[config.mk]
export PLATFORM = sky130hd
export DESIGN_NAME = sram_arbiter
export DESIGN_NICKNAME = d
export VERILOG_FILES = /design/src/rtl/sram_arbiter_pkg.sv /design/src/rtl/sram_arb_pick.sv /design/src/rtl/sram_arbiter.sv
export SDC_FILE = /design/constraint.sdc
export NUM_CORES = 1
export LEC_CHECK = 0
export CORE_AREA = 4 4 153 155
export DETAILED_ROUTE_END_ITERATION = 10
export DIE_AREA = 0 0 157 159
export PLACE_DENSITY = 0.56
export SYNTH_ARGS = -nofsm -noshare
export SYNTH_HDL_FRONTEND = slang
export SYNTH_SLANG_ARGS = --single-unit
export TNS_END_PERCENT = 30
[constraint.sdc]
create_clock -name clk -period 2.5 [get_ports clk]
set_input_delay 0.5 -clock clk [delete_from_list [all_inputs] [get_ports clk]]
set_output_delay 0.5 -clock clk [all_outputs]
set_load 0.02 [all_outputs]
[src/rtl/sram_arbiter_pkg.sv]
// sram_arbiter_pkg: shared encodings for the SRAM port arbiter.
//   state_t : arbiter FSM states (idle, granted to port 0, granted to port 1)
//   op_t    : latched command type (read / write)
package sram_arbiter_pkg;

  typedef enum logic [1:0] {
    S_IDLE = 2'b00,
    S_GNT0 = 2'b01,
    S_GNT1 = 2'b10
  } state_t;

  typedef enum logic {
    OP_RD = 1'b0,
    OP_WR = 1'b1
  } op_t;

endpackage

[src/rtl/sram_arb_pick.sv]
// sram_arb_pick: combinational winner select between two requesters.
//   req0, req1 : per-port request (read_en | write_en)
//   last_grant : index of the port granted most recently (0 or 1)
//   gnt        : one-hot winner, 2'b00 when nobody requests
// Build option SRAM_ARB_ROUND_ROBIN_EN: when defined, ties alternate away
// from last_grant; otherwise port 1 (data side) always wins ties.
module sram_arb_pick (
  input  logic       req0,
  input  logic       req1,
  input  logic       last_grant,
  output logic [1:0] gnt
);

`ifdef SRAM_ARB_ROUND_ROBIN_EN
  always_comb begin
    gnt = 2'b00;
    if (req0 && req1) begin
      gnt = last_grant ? 2'b01 : 2'b10;
    end else if (req1) begin
      gnt = 2'b10;
    end else if (req0) begin
      gnt = 2'b01;
    end
  end
`else
  // Fixed priority: history is tracked by the caller but not consulted here.
  logic unused_last_grant;
  assign unused_last_grant = last_grant;

  always_comb begin
    gnt = 2'b00;
    if (req1) begin
      gnt = 2'b10;
    end else if (req0) begin
      gnt = 2'b01;
    end
  end
`endif

endmodule

[src/rtl/sram_arbiter.sv]
// sram_arbiter: shares one SRAM controller port between the instruction-fetch
// side (port 0) and the data-side cache controller (port 1).
//   clk, rst                 : clock, asynchronous active-low reset
//   reqN_addr/_write_data    : requester command
//   reqN_read_en/_write_en   : level requests, held until reqN_ready
//   reqN_read_data/_ready    : line and single-cycle completion, owner only
//   sram_addr/_write_data    : latched command, stable while granted
//   sram_read_en/_write_en   : SRAM strobes (level) for the latched op
//   sram_read_data/_ready    : SRAM line and single-cycle completion
//   grant, busy              : one-hot owner, transaction in flight
// Build option SRAM_ARB_ROUND_ROBIN_EN selects the tie policy (see sram_arb_pick).
module sram_arbiter #(
  parameter int unsigned ADDR_W  = 32,
  parameter int unsigned WDATA_W = 32,
  parameter int unsigned RDATA_W = 64
) (
  input  logic               clk,
  input  logic               rst,
  input  logic [ADDR_W-1:0]  req0_addr,
  input  logic [WDATA_W-1:0] req0_write_data,
  input  logic               req0_read_en,
  input  logic               req0_write_en,
  output logic [RDATA_W-1:0] req0_read_data,
  output logic               req0_ready,
  input  logic [ADDR_W-1:0]  req1_addr,
  input  logic [WDATA_W-1:0] req1_write_data,
  input  logic               req1_read_en,
  input  logic               req1_write_en,
  output logic [RDATA_W-1:0] req1_read_data,
  output logic               req1_ready,
  output logic [ADDR_W-1:0]  sram_addr,
  output logic [WDATA_W-1:0] sram_write_data,
  output logic               sram_read_en,
  output logic               sram_write_en,
  input  logic [RDATA_W-1:0] sram_read_data,
  input  logic               sram_ready,
  output logic [1:0]         grant,
  output logic               busy
);
  import sram_arbiter_pkg::*;

  state_t             state, state_nxt;
  logic               last_grant;
  logic [ADDR_W-1:0]  lat_addr;
  logic [WDATA_W-1:0] lat_wdata;
  op_t                lat_op;

  logic       req0, req1;
  logic [1:0] pick;

  assign req0 = req0_read_en | req0_write_en;
  assign req1 = req1_read_en | req1_write_en;

  sram_arb_pick u_pick (
    .req0       (req0),
    .req1       (req1),
    .last_grant (last_grant),
    .gnt        (pick)
  );

  always_ff @(posedge clk or negedge rst) begin
    if (!rst) begin
      state      <= S_IDLE;
      last_grant <= 1'b1;
      lat_addr   <= '0;
      lat_wdata  <= '0;
      lat_op     <= OP_RD;
    end else begin
      state <= state_nxt;
      if (state == S_IDLE && pick != 2'b00) begin
        last_grant <= pick[1];
        if (pick[1]) begin
          lat_addr  <= req1_addr;
          lat_wdata <= req1_write_data;
          // write wins when both enables are high
          lat_op    <= req1_write_en ? OP_WR : OP_RD;
        end else begin
          lat_addr  <= req0_addr;
          lat_wdata <= req0_write_data;
          lat_op    <= req0_write_en ? OP_WR : OP_RD;
        end
      end
    end
  end

  always_comb begin
    state_nxt       = state;
    grant           = 2'b00;
    busy            = 1'b0;
    sram_addr       = '0;
    sram_write_data = '0;
    sram_read_en    = 1'b0;
    sram_write_en   = 1'b0;
    req0_ready      = 1'b0;
    req1_ready      = 1'b0;
    req0_read_data  = '0;
    req1_read_data  = '0;

    case (state)
      S_IDLE: begin
        // sram_ready is ignored here; only a fresh grant leaves idle
        if (pick[1]) begin
          state_nxt = S_GNT1;
        end else if (pick[0]) begin
          state_nxt = S_GNT0;
        end
      end
      S_GNT0, S_GNT1: begin
        grant           = (state == S_GNT0) ? 2'b01 : 2'b10;
        busy            = 1'b1;
        sram_addr       = lat_addr;
        sram_write_data = lat_wdata;
        sram_read_en    = (lat_op == OP_RD);
        sram_write_en   = (lat_op == OP_WR);
        if (sram_ready) begin
          state_nxt = S_IDLE;
          if (state == S_GNT0) begin
            req0_ready = 1'b1;
            if (lat_op == OP_RD) req0_read_data = sram_read_data;
          end else begin
            req1_ready = 1'b1;
            if (lat_op == OP_RD) req1_read_data = sram_read_data;
          end
        end
      end
      default: state_nxt = S_IDLE;
    endcase
  end

endmodule

Word level (Yosys, flattened, before mapping)
Cells that the tools add are included.
{ "word_totals": {"input_bits": 199, "regBits": 67, "out_inout_bits": 199, "n_memories": 0, "wordCells": 47, "ram_bits": 0, "latchBits": 0, "rom_bits": 0} }
{ "op_classes": {"eq_ne": 4, "shifts": 0, "multipliers": 0, "n_reduce_logical": 5, "n_mux": 31, "add_sub_neg": 0, "n_div": 0, "n_lt_le_gt_ge": 0, "n_bitwise": 3} }
{ "ops": {"columns": ["op", "n"], "rows": [
  ["two-way mux 64 bit", 7],
  ["two-way mux 32 bit", 4],
  ["two-way mux 1 bit", 13],
  ["two-way mux 2 bit", 6],
  ["one-hot mux 2 bit (2 select lines)", 1],
  ["!= test 3 bit, second input constant", 1],
  ["== test 2 x 1 -> 1 bit, second input constant", 1],
  ["== test 2 bit, second input constant", 1],
  ["logical NOT 2 bit", 1],
  ["!= test 2 bit, second input constant", 1],
  ["OR 1 bit", 2],
  ["AND reduction 2 bit", 1],
  ["nonzero test 2 bit", 1],
  ["OR reduction 2 bit", 1],
  ["logical AND 1 bit", 1],
  ["inverter 1 bit", 1]
]} }

Logic depth before layout (Yosys ltp)
{ "depth": {"depth_word": 6, "mapped_depth": 7, "ltp_nobuf": 5} }

Hierarchy
From an unflattened synthesis, not the netlist that was laid out.
{ "unflattened": {"cells_unflattened": 617, "hier_area_um2": 5332.6} }
{ "modules_own_cells": {"columns": ["mod", "cells_per_inst", "area_each_um2", "seq_area_each_um2", "n_inst"], "rows": [
  ["sram_arbiter", 615, 5311.3, 1702.9, 1],
  ["sram_arb_pick", 2, 21.3, 0.0, 1]
]} }

Least setup slack after synthesis
Ideal clock, no wire load.
{ "synth_path": {"kind": "flip-flop to output port", "startpoint": "register state[0]", "endpoint": "output req1_ready", "path_buffers": 2, "stages_incl_launch_ff": 7, "path_slack_ns": 0.273, "arrival_time_ns": 1.727, "t_required_ns": 2.000, "cell_sequence": "dfrtp_1 -> inv_1 -> ha_1 -> nand3b_1 -> clkbuf_1 -> clkbuf_1 -> inv_1"} }
{ "synth_between": {"elab_chain_len": 4, "elab_cells_between_ends": 6, "classes_between": "eq/ne: 2; mux: 3; reduce/logical: 1"} }
{ "synth_lines": {"columns": ["element", "line_no", "source"], "rows": [
  ["start: declaration", "sram_arbiter.sv:42", "state_t state, state_nxt;"],
  ["start signal: assignment", "sram_arbiter.sv:69", "state <= state_nxt;"],
  ["== test 2 x 1 -> 1 bit", "sram_arbiter.sv:99, sram_arbiter.sv:117", null],
  ["two-way mux 1 bit", "sram_arbiter.sv:117", "if (state == S_GNT0) begin"],
  ["two-way mux 1 bit", "sram_arbiter.sv:115", "if (sram_ready) begin"],
  ["two-way mux 1 bit *", "sram_arbiter.sv:99", "case (state)"],
  ["end: declaration", "sram_arbiter.sv:30", "output logic req1_ready,"]
]} }
Mark *: on every way between the ends. The rest lies on a longest branch, timed or not.

Worst setup path after layout
{ "layout_path": {"startpoint": "input sram_ready", "endpoint": "output req0_read_data[21]"} }
{ "layout_between": {"elab_chain_len": 2} }
{ "layout_lines": {"columns": ["element", "line_no", "source"], "rows": [
  ["start: declaration", "sram_arbiter.sv:36", "input logic sram_ready,"],
  ["two-way mux 64 bit", "sram_arbiter.sv:115", null],
  ["two-way mux 64 bit", "sram_arbiter.sv:99", null],
  ["end: declaration", "sram_arbiter.sv:23", "output logic [RDATA_W-1:0] req0_read_data,"]
]} }
Every way passes these cells.

==> metrics.cfg <==
[run_status]
status = complete, no violations

[cells_and_area]
drive_above_1_share_pct = 10.8
multi_input_area_um2 = 2670
final_common_cell = clkdlybuf4s50_1
final_nets = 1170
syn2layout_area_growth_pct = 91.1
nFillCells = 2397
seqCellArea_um2 = 1680
design_area_um2 = 8750
final_cell_mix = clkdlybuf4s50_1 (200), nor2_1 (128), dlygate4sd2_1 (118), nand2_1 (67), dfrtp_1 (67)

[power_and_ir_drop]
ir_drop_v = 0.000390
total_power_uw = 8480
p_leak_uw = 0.00416
pwr_density_cell_nw_per_um2 = 969

[route]
drc = 0
wire_per_inst_um = 16.5
ant_nets = 0
first_pass_iters = 4
vias = 5126
avgViaCountPerCell = 4.09
wirelength_mm = 20.7
drtIter0Drc = 189

[setup_path]
crit_chain = clkdlybuf4s50_1, and2_1, nand2_2, buf_12, nor2_1, dlygate4sd2_1
worstSetupPathType = input pin to output pin
critPathSlowestCell = clkdlybuf4s50_1
max_stage_delay_ns = 0.50
cp.arrival_ns = 1.93
cp.required_ns = 2.00
cp_max_fo = 39
endpoint_kind = output pin
worst_setup_path_start_kind = input pin

[run]
maxCapViolations = 0

[timing]
report.final.slew_viol_count = 0
fmax_ghz = 0.411
setup_viol = 0
layout_min_cycle_time_ns = 2.43
post-route-period-util_pct = 97.3
slew_headroom_pct = 71.5
hold_violations = 0
rsz0062_at_grt = true
tightestPinTransition_ns = 0.427
setup_slack_ns = 0.0667
skew_ns = 0.00906
tns_ns = 0

[min_path]
worstHoldPathType = input pin to asynchronous set/reset pin

[grt]
grt_max_degree = 111
antenna_found_initial = 3
grt_pass1_vias = 4948
grt_pass1_wl_mm = 29.9
overflow = 0
track_usage_pct = 15.5

[synthesis]
avgSynthCellArea_um2 = 7.76
synth.yosys.warnings = 0
synth.distinct_cells = 19
netlist_instances = 590
synth_adder_area_share_pct = 1.09
yosys.area_share.simple_pct = 34.5
synth_area_leaders = dfrtp_1 (37%), mux2i_1 (14%), nor2_1 (11%), and2_1 (9.0%), nand2b_1 (8.9%)
synth.largest_area_cell = dfrtp_1
syn_area_um2 = 4580
syn_nets = 793
yosysSeqAreaShare_pct = 36.6
yosysTopAreaCellShare_pct = 36.6
synth-seq-cells = 67
muxShareOfSynthArea_pct = 14.0
yosys.area_share.xor_xnor_pct = 0
synth-compound-area-share_pct = 8.33
synth_top_family_by_area = simple AND/OR/NAND/NOR gates

[floorplan]
rows = 54
core_area_um2 = 21800
num_io_pins = 398
die_area_um2 = 25000
die_w_um = 157
fp.dieH_um = 159
start_util_pct = 21.0

[clock_tree]
clk_pin_slew_worst_paths_ns = 0.06
cts_root_buf = clkbuf_16
clk_path_buf_depth = 2
cts.sinks = 67
postCtsSetupBuffers = 0
clkLatencyLatePin_ns = 0.33
cts_inserted_buffers = 9
cts_tree = done
htreeDepth = 3

[placement]
dp_hpwl_mm = 17.2
dpl_cell_area_um2 = 8880
post-place-ws_ns = -0.243
io_buffers = 397
gp_congestion = 0.804

==> through the flow <==
step | hold WS [ns] | util (%) | instances
final | 0.110 | 40.1 | 1254
after global routing | 0.138 | 40.1 | 1254
after CTS | 0.119 | 41.1 | 1252
after detailed placement | 0.463 | 40.7 | 1236
after global placement | 0.452 | 40.7 | 1236
after floorplan | 0.204 | - | 590
==> synthesized netlist by cell type <==
| master | instances |
|---|---|
| nor2_1 | 129 |
| nor2b_1 | 1 |
| buf_4 | 12 |
| nand2_1 | 68 |
| nand2b_1 | 65 |
| a21oi_1 | 3 |
| or2_2 | 1 |
| inv_1 | 5 |
| clkbuf_1 | 30 |
| mux2i_1 | 64 |
| o21ai_1 | 9 |
| o21ai_0 | 57 |
| dfrtp_1 | 67 |
| o2bb2ai_1 | 1 |
| buf_2 | 6 |
| and2_1 | 66 |
| o41ai_4 | 1 |
| nand3b_1 | 1 |
| ha_1 | 4 |
==> power by group <==
group	total [µW]	leakage (µW)	switching, µW	internal [µW]
sequential	1860	0.000817	234	1630
combinational	5350	0.00321	3190	2170
clock	1270	0.000135	493	772
==> cell type report <==
| cell class | instances | area share, % |
|---|---|---|
| Inverter | 5 | 0.215 |
| Multi-Input combinational cell | 470 | 30.6 |
| Timing Repair Buffer | 414 | 42.6 |
| Antenna cell | 2 | 0.0572 |
| Tap cell | 280 | 4.00 |
| Clock buffer | 10 | 2.62 |
| Sequential cell | 67 | 19.2 |
| Clock inverter | 6 | 0.758 |
==> critical path: cells and delay by family <==
kind	cells	cell delay, ns
buffers and inverters	3	1.03
and+or+nand+nor	3	0.38
==> state kept, by name (all words and copies together) (netlist names) <==
register	cells
lat_addr	32
lat_op	1
lat_wdata	32
state	2
==> per-layer routing <==
metal / GRT usage (%) / vias up / share of wire (%)
met2: 29.2 / 220 / 53
met5: 0 / - / 0.063
li1: - / 2631 / -
met4: 4.50 / 2 / 1.9
met3: 3.91 / 18 / 7.9
met1: 16.8 / 2255 / 37
==> path summary, 6_finish.rpt <==
kind	startpoint	to	slack, ns	depth (start not counted)
setup reg to reg	state[1]$_DFFE_PN0P_	lat_wdata[16]$_DFFE_PN0P_	1.06	5
min in group clk	lat_addr[23]$_DFFE_PN0P_	lat_addr[23]$_DFFE_PN0P_	0.47	2
hold reg to reg	lat_addr[23]$_DFFE_PN0P_	lat_addr[23]$_DFFE_PN0P_	0.47	2
max in group asynchronous	rst	lat_wdata[2]$_DFFE_PN0P_	1.73	2
hold / removal	rst	lat_addr[13]$_DFFE_PN0P_	0.11	1
setup / recovery	sram_ready	req0_read_data[21]	0.07	6
==> kinds of logic after synthesis <==
| family | Yosys count |
|---|---|
| AOI/OAI and AO/OA | 71 |
| adders and majority gates | 4 |
| buffers and inverters | 53 |
| DFF | 67 |
| muxes | 64 |
| and+or+nand+nor | 331 |
==> timing repair <==
item	4_1_cts	5_1_grt
endpoints found under the setup margin	192	83
resized for setup	198	133
hold buffers	0	0
Power figures use the tool's default switching activity.
